`src/rtl/inst_fetch_unit_if.sv`:
```
// ---------------------------------------------------------------------------
// inst_fetch_unit_if
// Groups the controller handshake and the instruction-ROM port of the fetch
// stage into one bundle.
//   master : controller/ROM side (drives fetch_req, pc_load, pc_target,
//            rom_data; observes everything else)
//   slave  : the fetch unit itself
// Signals:
//   fetch_req  - controller asks for the next instruction
//   pc_load    - redirect the PC to pc_target
//   pc_target  - redirect word address (6 bits)
//   rom_en     - ROM read enable
//   rom_addr   - ROM word address
//   rom_data   - ROM read data (32 bits)
//   Inst       - instruction register
//   Inst_Addr  - current PC (address of the next fetch)
//   fetch_done - one-cycle completion pulse
//   busy       - fetch unit is not idle
// ---------------------------------------------------------------------------
interface inst_fetch_unit_if;
    logic        fetch_req;
    logic        pc_load;
    logic [5:0]  pc_target;
    logic        rom_en;
    logic [5:0]  rom_addr;
    logic [31:0] rom_data;
    logic [31:0] Inst;
    logic [5:0]  Inst_Addr;
    logic        fetch_done;
    logic        busy;

    modport master (
        output fetch_req, pc_load, pc_target, rom_data,
        input  rom_en, rom_addr, Inst, Inst_Addr, fetch_done, busy
    );

    modport slave (
        input  fetch_req, pc_load, pc_target, rom_data,
        output rom_en, rom_addr, Inst, Inst_Addr, fetch_done, busy
    );
endinterface

```
`src/rtl/inst_fetch_unit.sv`:
```
// ---------------------------------------------------------------------------
// inst_fetch_unit
// Instruction fetch stage: owns the PC and the instruction register and turns
// each fetch into a request/complete handshake against a synchronous ROM
// with ROM_LAT (1..3) cycles of read latency.
// Parameters:
//   ROM_LAT  - ROM read latency in cycles (1..3)
//   RESET_PC - PC value after reset
// Ports:
//   clk  - rising-edge clock
//   Rst  - asynchronous active-low reset
//   bus  - inst_fetch_unit_if.slave (handshake, redirect and ROM port)
// Optional feature: define FETCH_PREFETCH_EN to add a one-entry prefetch
// buffer that is filled in the background after every completed fetch and
// lets the next sequential fetch complete one cycle after its request.
// ---------------------------------------------------------------------------
module inst_fetch_unit #(
    parameter int unsigned ROM_LAT  = 1,
    parameter logic [5:0]  RESET_PC = 6'd0
) (
    input  logic             clk,
    input  logic             Rst,
    inst_fetch_unit_if.slave bus
);

    typedef enum logic [1:0] {IDLE = 2'd0, ISSUE = 2'd1, WAIT = 2'd2, DONE = 2'd3} state_t;

    localparam logic [1:0] LAT_M1 = 2'(ROM_LAT - 32'd1);

    state_t      state_q, state_d;
    logic [1:0]  cnt_q, cnt_d;
    logic [5:0]  pc_q, pc_d;
    logic [5:0]  fetch_addr_q, fetch_addr_d;
    logic [31:0] inst_q, inst_d;
    logic        done_q, done_d;
    logic        busy_q, busy_d;
    logic        rom_en_q, rom_en_d;
    logic [5:0]  rom_addr_q, rom_addr_d;
    logic        pend_vld_q, pend_vld_d;
    logic [5:0]  pend_tgt_q, pend_tgt_d;

    logic        redirect_s;
    logic [5:0]  redir_tgt_s;
    logic        launch_s;
    logic [5:0]  launch_addr_s;

`ifdef FETCH_PREFETCH_EN
    logic        bg_q, bg_d;           // current ROM access is a background prefetch
    logic        req_lat_q, req_lat_d; // request arrived during a prefetch
    logic        pf_vld_q, pf_vld_d;
    logic [5:0]  pf_addr_q, pf_addr_d;
    logic [31:0] pf_data_q, pf_data_d;
    logic        launch_bg_s;
`endif

    // Next-state and next-register computation for the fetch FSM
    always_comb begin
        state_d      = state_q;
        cnt_d        = cnt_q;
        pc_d         = pc_q;
        fetch_addr_d = fetch_addr_q;
        inst_d       = inst_q;
        done_d       = 1'b0;
        rom_en_d     = 1'b0;
        rom_addr_d   = rom_addr_q;
        launch_s      = 1'b0;
        launch_addr_s = pc_q;
        // A same-cycle pc_load overrides an older pending redirect
        redirect_s  = bus.pc_load | pend_vld_q;
        redir_tgt_s = bus.pc_load ? bus.pc_target : pend_tgt_q;
`ifdef FETCH_PREFETCH_EN
        launch_bg_s = 1'b0;
        bg_d        = bg_q;
        pf_addr_d   = pf_addr_q;
        pf_data_d   = pf_data_q;
        if (bus.pc_load) begin
            pf_vld_d = 1'b0;
        end else begin
            pf_vld_d = pf_vld_q;
        end
        if ((state_q != IDLE) && bg_q && bus.fetch_req) begin
            req_lat_d = 1'b1;
        end else begin
            req_lat_d = req_lat_q;
        end
`endif
        // Redirects seen while busy are held until the fetch completes
        if ((state_q != IDLE) && bus.pc_load) begin
            pend_vld_d = 1'b1;
            pend_tgt_d = bus.pc_target;
        end else begin
            pend_vld_d = pend_vld_q;
            pend_tgt_d = pend_tgt_q;
        end

        case (state_q)
            IDLE: begin
                if (bus.pc_load) begin
                    pc_d = bus.pc_target;
                end else begin
                    pc_d = pc_q;
                end
                if (bus.fetch_req) begin
`ifdef FETCH_PREFETCH_EN
                    if (pf_vld_q && (pf_addr_q == pc_q) && !bus.pc_load) begin
                        inst_d        = pf_data_q;
                        done_d        = 1'b1;
                        pc_d          = pc_q + 6'd1;
                        pf_vld_d      = 1'b0;
                        launch_bg_s   = 1'b1;
                        launch_addr_s = pc_q + 6'd1;
                    end else begin
                        launch_s      = 1'b1;
                        launch_addr_s = bus.pc_load ? bus.pc_target : pc_q;
                    end
`else
                    launch_s      = 1'b1;
                    launch_addr_s = bus.pc_load ? bus.pc_target : pc_q;
`endif
                end else begin
                    state_d = IDLE;
                end
            end
            ISSUE: begin
                if (ROM_LAT > 32'd1) begin
                    state_d = WAIT;
                end else begin
                    state_d = DONE;
                end
            end
            WAIT: begin
                cnt_d = cnt_q - 2'd1;
                if (cnt_q <= 2'd1) begin
                    state_d = DONE;
                end else begin
                    state_d = WAIT;
                end
            end
            DONE: begin
                state_d    = IDLE;
                pend_vld_d = 1'b0;
`ifdef FETCH_PREFETCH_EN
                if (bg_q) begin
                    if (redirect_s) begin
                        // Prefetched word is stale; restart at the new target if asked
                        pc_d = redir_tgt_s;
                        if (req_lat_q || bus.fetch_req) begin
                            launch_s      = 1'b1;
                            launch_addr_s = redir_tgt_s;
                        end else begin
                            state_d = IDLE;
                        end
                    end else if (req_lat_q || bus.fetch_req) begin
                        inst_d        = bus.rom_data;
                        done_d        = 1'b1;
                        pc_d          = fetch_addr_q + 6'd1;
                        launch_bg_s   = 1'b1;
                        launch_addr_s = fetch_addr_q + 6'd1;
                    end else begin
                        pf_data_d = bus.rom_data;
                        pf_addr_d = fetch_addr_q;
                        pf_vld_d  = 1'b1;
                    end
                end else begin
                    inst_d        = bus.rom_data;
                    done_d        = 1'b1;
                    pc_d          = redirect_s ? redir_tgt_s : (fetch_addr_q + 6'd1);
                    launch_bg_s   = 1'b1;
                    launch_addr_s = redirect_s ? redir_tgt_s : (fetch_addr_q + 6'd1);
                end
`else
                inst_d = bus.rom_data;
                done_d = 1'b1;
                pc_d   = redirect_s ? redir_tgt_s : (fetch_addr_q + 6'd1);
`endif
            end
            default: begin
                state_d = IDLE;
            end
        endcase

        // Start a ROM access: one ISSUE cycle with the enable asserted
        if (launch_s) begin
            state_d      = ISSUE;
            rom_en_d     = 1'b1;
            rom_addr_d   = launch_addr_s;
            fetch_addr_d = launch_addr_s;
            cnt_d        = LAT_M1;
`ifdef FETCH_PREFETCH_EN
            bg_d         = 1'b0;
            req_lat_d    = 1'b0;
`endif
        end else begin
            rom_en_d = rom_en_d;
        end
`ifdef FETCH_PREFETCH_EN
        if (launch_bg_s) begin
            state_d      = ISSUE;
            rom_en_d     = 1'b1;
            rom_addr_d   = launch_addr_s;
            fetch_addr_d = launch_addr_s;
            cnt_d        = LAT_M1;
            bg_d         = 1'b1;
            req_lat_d    = 1'b0;
        end else begin
            bg_d = bg_d;
        end
`endif
        busy_d = (state_d != IDLE);
    end

    // Fetch FSM state, PC, instruction register and ROM port registers
    always_ff @(posedge clk or negedge Rst) begin
        if (!Rst) begin
            state_q      <= IDLE;
            cnt_q        <= 2'd0;
            pc_q         <= RESET_PC;
            fetch_addr_q <= 6'd0;
            inst_q       <= 32'd0;
            done_q       <= 1'b0;
            busy_q       <= 1'b0;
            rom_en_q     <= 1'b0;
            rom_addr_q   <= 6'd0;
            pend_vld_q   <= 1'b0;
            pend_tgt_q   <= 6'd0;
        end else begin
            state_q      <= state_d;
            cnt_q        <= cnt_d;
            pc_q         <= pc_d;
            fetch_addr_q <= fetch_addr_d;
            inst_q       <= inst_d;
            done_q       <= done_d;
            busy_q       <= busy_d;
            rom_en_q     <= rom_en_d;
            rom_addr_q   <= rom_addr_d;
            pend_vld_q   <= pend_vld_d;
            pend_tgt_q   <= pend_tgt_d;
        end
    end

`ifdef FETCH_PREFETCH_EN
    // Prefetch buffer and background-access bookkeeping
    always_ff @(posedge clk or negedge Rst) begin
        if (!Rst) begin
            bg_q      <= 1'b0;
            req_lat_q <= 1'b0;
            pf_vld_q  <= 1'b0;
            pf_addr_q <= 6'd0;
            pf_data_q <= 32'd0;
        end else begin
            bg_q      <= bg_d;
            req_lat_q <= req_lat_d;
            pf_vld_q  <= pf_vld_d;
            pf_addr_q <= pf_addr_d;
            pf_data_q <= pf_data_d;
        end
    end
`endif

    assign bus.rom_en     = rom_en_q;
    assign bus.rom_addr   = rom_addr_q;
    assign bus.Inst       = inst_q;
    assign bus.Inst_Addr  = pc_q;
    assign bus.fetch_done = done_q;
    assign bus.busy       = busy_q;

endmodule

```
`src/flat_wrapper.sv`:
```
// flat-port wrapper written by rule: the top's interface ports become plain ports
module inst_fetch_unit_flat 
#(
    parameter int unsigned ROM_LAT  = 1,
    parameter logic [5:0]  RESET_PC = 6'd0
)
  (clk, Rst, bus_fetch_req, bus_pc_load, bus_pc_target, bus_rom_data, bus_rom_en, bus_rom_addr, bus_Inst, bus_Inst_Addr, bus_fetch_done, bus_busy);
  inst_fetch_unit_if bus_i ();
  input  logic clk;
  input  logic Rst;
  input wire logic [$bits(bus_i.fetch_req)-1:0] bus_fetch_req;
  input wire logic [$bits(bus_i.pc_load)-1:0] bus_pc_load;
  input wire logic [$bits(bus_i.pc_target)-1:0] bus_pc_target;
  input wire logic [$bits(bus_i.rom_data)-1:0] bus_rom_data;
  output wire logic [$bits(bus_i.rom_en)-1:0] bus_rom_en;
  output wire logic [$bits(bus_i.rom_addr)-1:0] bus_rom_addr;
  output wire logic [$bits(bus_i.Inst)-1:0] bus_Inst;
  output wire logic [$bits(bus_i.Inst_Addr)-1:0] bus_Inst_Addr;
  output wire logic [$bits(bus_i.fetch_done)-1:0] bus_fetch_done;
  output wire logic [$bits(bus_i.busy)-1:0] bus_busy;
  assign bus_i.fetch_req = bus_fetch_req;
  assign bus_i.pc_load = bus_pc_load;
  assign bus_i.pc_target = bus_pc_target;
  assign bus_i.rom_data = bus_rom_data;
  assign bus_rom_en = bus_i.rom_en;
  assign bus_rom_addr = bus_i.rom_addr;
  assign bus_Inst = bus_i.Inst;
  assign bus_Inst_Addr = bus_i.Inst_Addr;
  assign bus_fetch_done = bus_i.fetch_done;
  assign bus_busy = bus_i.busy;
  inst_fetch_unit #(.ROM_LAT(ROM_LAT), .RESET_PC(RESET_PC)) u_core (.clk(clk), .Rst(Rst), .bus(bus_i));
endmodule
```
`config.mk`:
```
export PLATFORM = sky130hd
export DESIGN_NAME = inst_fetch_unit_flat
export DESIGN_NICKNAME = d
export VERILOG_FILES = /design/src/rtl/inst_fetch_unit_if.sv /design/src/rtl/inst_fetch_unit.sv /design/src/flat_wrapper.sv
export SDC_FILE = /design/constraint.sdc
export NUM_CORES = 1
export LEC_CHECK = 0
export BUFFER_PORTS_ARGS = -buffer_cell sky130_fd_sc_hd__buf_2
export CAP_MARGIN = 25
export CORE_ASPECT_RATIO = 0.9
export CORE_UTILIZATION = 53
export DETAILED_ROUTE_END_ITERATION = 8
export GPL_ROUTABILITY_DRIVEN = 0
export PLACE_DENSITY = 0.95
export SLEW_MARGIN = 30
export SYNTH_ARGS = -nofsm -noshare
export SYNTH_HDL_FRONTEND = slang
export SYNTH_SLANG_ARGS = --single-unit
```
`constraint.sdc`:
```
create_clock -name clk -period 3.3 [get_ports clk]
set_input_delay 0.33 -clock clk [delete_from_list [all_inputs] [get_ports clk]]
set_output_delay 0.33 -clock clk [all_outputs]
set_load 0.1 [all_outputs]
```
[Yosys cells after proc, flatten, opt, wreduce, memory -nomap -nowiden]
Index checks and enable logic that the tools add are counted.
Storage, ports and cells
  register bits after elaboration: 58
  word-level logic and storage cells: 42
Cells by class
  add/sub/neg operators: 2
  magnitude comparators: 1
  equality and inequality tests: 3
  mux-type cells: 18
  bitwise logic cells: 1
  reduce and logical (&&, ||, !) cells: 7
Operators by type and width (number)
  $mux 6: 5
  $pmux 6 s2: 1
  $reduce_bool 2->1: 5
  $mux 2: 4
  $pmux 2 s4: 1
  $mux 1: 7
  $add 6x1->6 const B: 1
  $eq 2x2->1 const B: 2
  $eq 2x1->1 const B: 1
  $le 2x1->1 const B: 1
  $logic_not 2->1: 1
  $sub 2x1->2 const B: 1
  $logic_and 1x1->1: 1
  $or 1x1->1: 1

[Depth between registers and ports, before layout]
  depth in word-level cells: 5
  mapped depth: 7

[Least setup slack after synthesis]
No wires, ideal clock.
  path kind: register to register
  start: register u_core.fetch_addr_q[2]
  end: register u_core.pc_q[5] (netlist: u_core.bus.Inst_Addr[5])
  library setup time: 0.082 ns
  arrival time: 1.959 ns
  data required time: 3.218 ns
  slack: 1.259 ns
  stages on the path, launching flop included: 5
  path buffers: 0
  period minus slack after synthesis: 2.041 ns
  cell sequence: dfrtp_1 -> and3_4 -> nand3_2 -> or4_1 -> a31oi_1
Between the ends
  cells in the longest elaborated chain, start to end: 3
RTL lines
  from (decl): RTL line inst_fetch_unit.sv:33  | logic [5:0] fetch_addr_q, fetch_addr_d;
  from (signal assigned): RTL line inst_fetch_unit.sv:230  | fetch_addr_q <= fetch_addr_d;
  $add 6x1->6: RTL line inst_fetch_unit.sv:174  | pc_d = redirect_s ? redir_tgt_s : (fetch_addr_q + 6'd1);
  $mux 6: RTL line inst_fetch_unit.sv:174
  $pmux 6 s2: RTL line inst_fetch_unit.sv:96  | case (state_q)
  to (signal assigned): RTL line inst_fetch_unit.sv:229  | pc_q <= pc_d;
  to (decl): RTL line inst_fetch_unit.sv:32  | logic [5:0] pc_q, pc_d;
No other way between the ends.
A chain may end at the register's enable or synchronous reset.

[Final worst setup path]
  start: register u_core.state_q[1]
  end: register u_core.pc_q[2] (netlist: u_core.bus.Inst_Addr[2])
Between the ends
  cells in the longest elaborated chain, start to end: 2
RTL lines
  from (decl): RTL line inst_fetch_unit.sv:30  | state_t state_q, state_d;
  from (signal assigned): RTL line inst_fetch_unit.sv:227  | state_q <= state_d;
  $eq 2x2->1 or $logic_not 2->1 (tied branches): RTL line inst_fetch_unit.sv:96
  $pmux 6 s2 or $reduce_bool 2->1 (tied branches)
Several ways; a longest one is shown, not always the timed one.

==> impl_metrics.env <==
export IMPL_cts_root_buffer="clkbuf_8"
export IMPL_ctsHoldBuffers=0
export IMPL_grt_max_degree=34
export IMPL_cts_resized_gates=0
export IMPL_multiInputGateArea_um2=967
export IMPL_die_w_um=74.3
export IMPL_finalClockSkew_ns=0.00675
export IMPL_setup_ws_ns=1.46
export IMPL_cts_buffers_inserted=9
export IMPL_h_tree_depth=3
export IMPL_path_max_fanout=23
export IMPL_setup_reg_to_reg_worst_slack_ns=1.46
export IMPL_drc=0
export IMPL_r2r_start="u_core.state_q[1]"
export IMPL_slew_limit_headroom_pct=60.6
export IMPL_num_antenna_cells=0
export IMPL_status="finished clean"
export IMPL_crit_path_end_kind="flip-flop"
export IMPL_met3_length_um=413
export IMPL_wl_met2_um=2350
export IMPL_pre_cts_ws_ns=1.46
export IMPL_yosys_register_bits=58
export IMPL_port_buffers=88
export IMPL_ys_types=32
export IMPL_netlist_area_um2=2490
export IMPL_hold_path_class="input port to async pin"
export IMPL_critPathArrivalTime_ns=2.04
export IMPL_worstSetupPathType="flip-flop to flip-flop"
export IMPL_chipHeight_um=67.0
export IMPL_cts_tree="yes"
export IMPL_core_um2=4490
export IMPL_path_clk_slew_ns=0.06
export IMPL_ioPinCount=89
export IMPL_cts_sinks=58
export IMPL_cp_start_kind="flip-flop"
export IMPL_layout_cells_non_filler=347
export IMPL_drt_iter0_markers=49
export IMPL_initial_core_util_pct=55.5
export IMPL_vias_per_cell=5.26
export IMPL_worstMarginPinSlew_ns=0.592
export IMPL_firstDrtPassIters=4
export IMPL_wl_met1_um=2140
export IMPL_num_rows=23
export IMPL_post_route_min_period_ns=1.84
export IMPL_nFillCells=348
export IMPL_wl_um=4980
export IMPL_fmax_mhz=543
export IMPL_seqCellArea_um2=1450
export IMPL_reg2reg_to="u_core.bus.Inst_Addr[2]"
export IMPL_fin_crit_sh_pct=55.8
export IMPL_rsz0062_at_grt="no"
export IMPL_slew_viol_final=0
export IMPL_gr_usage_all_layers_pct=21.9
export IMPL_syn_to_final_growth_pct=25.5
export IMPL_finalSetupViolations=0
export IMPL_antenna_found_initial=0
export IMPL_synth_area_per_cell_um2=13.0
export IMPL_cts_setup_buffers=0
export IMPL_route_vias_total=1825
export IMPL_hold_violations=0
export IMPL_insertion_delay_ns=0.33
export IMPL_setup_tns_ns=0
export IMPL_grt_pass1_vias=1738
export IMPL_top_layer_used="met4"
export IMPL_post_drt_wl_per_cell_um=14.3
export IMPL_dp_cells=333
export IMPL_yosysSeqAreaShare_pct=58.3
export IMPL_syn_inst=192
export IMPL_clockBufferDepth=2
export IMPL_dp_hpwl_um=3580
export IMPL_drive_above_1_share_pct=49.5
export IMPL_nNetsFinal=329
export IMPL_overflow=0
export IMPL_r2r_cells=6
export IMPL_grt_pass1_wl_um=7730
export IMPL_yosys_warnings=0
export IMPL_die_area_um2=4980
export IMPL_synth_nets=239
export IMPL_crit_required_ns=3.50
export IMPL_maxCapViolations=0
export IMPL_drtAntennaViolNets=0
-- sequential cells by signal, indices dropped and copies added, names as in the netlist --
signal	count
u_core.bus.Inst	32
u_core.bus.Inst_Addr	6
u_core.fetch_addr_q	6
u_core.pend_tgt_q	6
u_core.cnt_q	2
u_core.state_q	2
u_core.bus.busy	1
u_core.bus.fetch_done	1
u_core.bus.rom_en	1
u_core.pend_vld_q	1
-- kinds of logic after synthesis --
group	synth area share (%)
muxes	20.4
buffers and inverters	3.01
AOI/OAI and AO/OA	8.09
DFF	58.3
xor gates and xnor gates	1.41
adders and majority gates	2.51
and+or+nand+nor	6.33
-- per-stage QoR --
step / hold slack [ns] / cell area [um2] / utilization (%)
6_report: 0.00694 / 3130 / 69.6
2_1_floorplan: 0.0344 / 2490 / -
3_5_place_dp: 0.367 / 2970 / 66.2
5_1_grt: 0.0368 / 3130 / 69.6
3_3_place_gp: 0.350 / 2970 / 66.2
4_1_cts: 0.0118 / 3130 / 69.6
-- placed cells by master, fill, tap and decap left out, drive strengths merged, types with 2 or more instances in the layout --
cell type / instances
xnor2: 2
xor2: 2
mux2i: 8
nand3: 3
inv: 6
nand2: 4
o21ai: 5
a21oi: 13
buf: 90
nand2b: 6
nor2: 11
a22oi: 2
o22ai: 3
dfrtp: 58
a221oi: 2
clkbuf: 14
o22a: 3
mux2: 38
ha: 5
-- cell usage after synthesis (all sizes together) --
| master | instances | area share (%) |
|---|---|---|
| or4 | 1 | 0.30 |
| a21oi | 13 | 2.6 |
| nor2b | 1 | 0.25 |
| o21ai | 5 | 1.0 |
| nor3 | 1 | 0.20 |
| dfrtp | 58 | 58 |
| ha | 5 | 2.5 |
| clkbuf | 4 | 0.60 |
| and2b | 1 | 0.30 |
| nor2 | 11 | 1.7 |
| a22oi | 2 | 0.60 |
| o22a | 3 | 1.1 |
| a2bb2oi | 1 | 0.35 |
| nand3 | 3 | 0.80 |
| a221oi | 2 | 0.70 |
| mux2i | 8 | 3.2 |
| o22ai | 3 | 0.75 |
| buf | 7 | 1.5 |
| xnor2 | 2 | 0.70 |
| mux2 | 38 | 17 |
| and2 | 1 | 0.25 |
| a32o | 1 | 0.40 |
| nand2b | 6 | 1.5 |
| a2111oi | 1 | 0.35 |
| inv | 6 | 0.90 |
| a31oi | 1 | 0.25 |
| and3 | 1 | 0.45 |
| nand2 | 4 | 0.60 |
| xor2 | 2 | 0.70 |
-- worst max path at each step --
stage	from	slack, ns	to	depth (start not counted)
final	u_core.state_q[1]	1.46	u_core.bus.Inst_Addr[2]	6
after global routing	u_core.state_q[1]	1.28	u_core.bus.Inst_Addr[2]	6
after CTS	u_core.state_q[1]	1.45	u_core.bus.Inst_Addr[2]	6
after detailed placement	u_core.state_q[1]	1.46	u_core.bus.Inst_Addr[2]	6
after global placement	u_core.state_q[0]	1.56	u_core.bus.Inst_Addr[2]	6
after floorplan	u_core.fetch_addr_q[2]	1.26	u_core.bus.Inst_Addr[5]	4
-- final cells by class --
class | count | area share, %
sequential | 58 | 46.4
timing repair buffer | 90 | 14.6
tap | 62 | 2.48
inverter | 6 | 0.720
multi-input combinational | 117 | 30.9
clock buffer | 14 | 4.88
-- worst max-delay path: stages (launching register included) --
cell and delay, ns:
dfrtp_1 0.38, ha_2 0.44, buf_4 0.36, inv_1 0.14
a21oi_1 0.15, a32o_1 0.18, o21ai_1 0.05
-- metal layers --
layer	vias up	global-route usage [%]
li1	862	-
met1	868	26.7
met2	85	33.8
met3	10	7.56
met4	0	12.0
met5	-	0
Power is not shown: default switching activity piles up to over one toggle a cycle in this logic, so the estimate is an artifact.
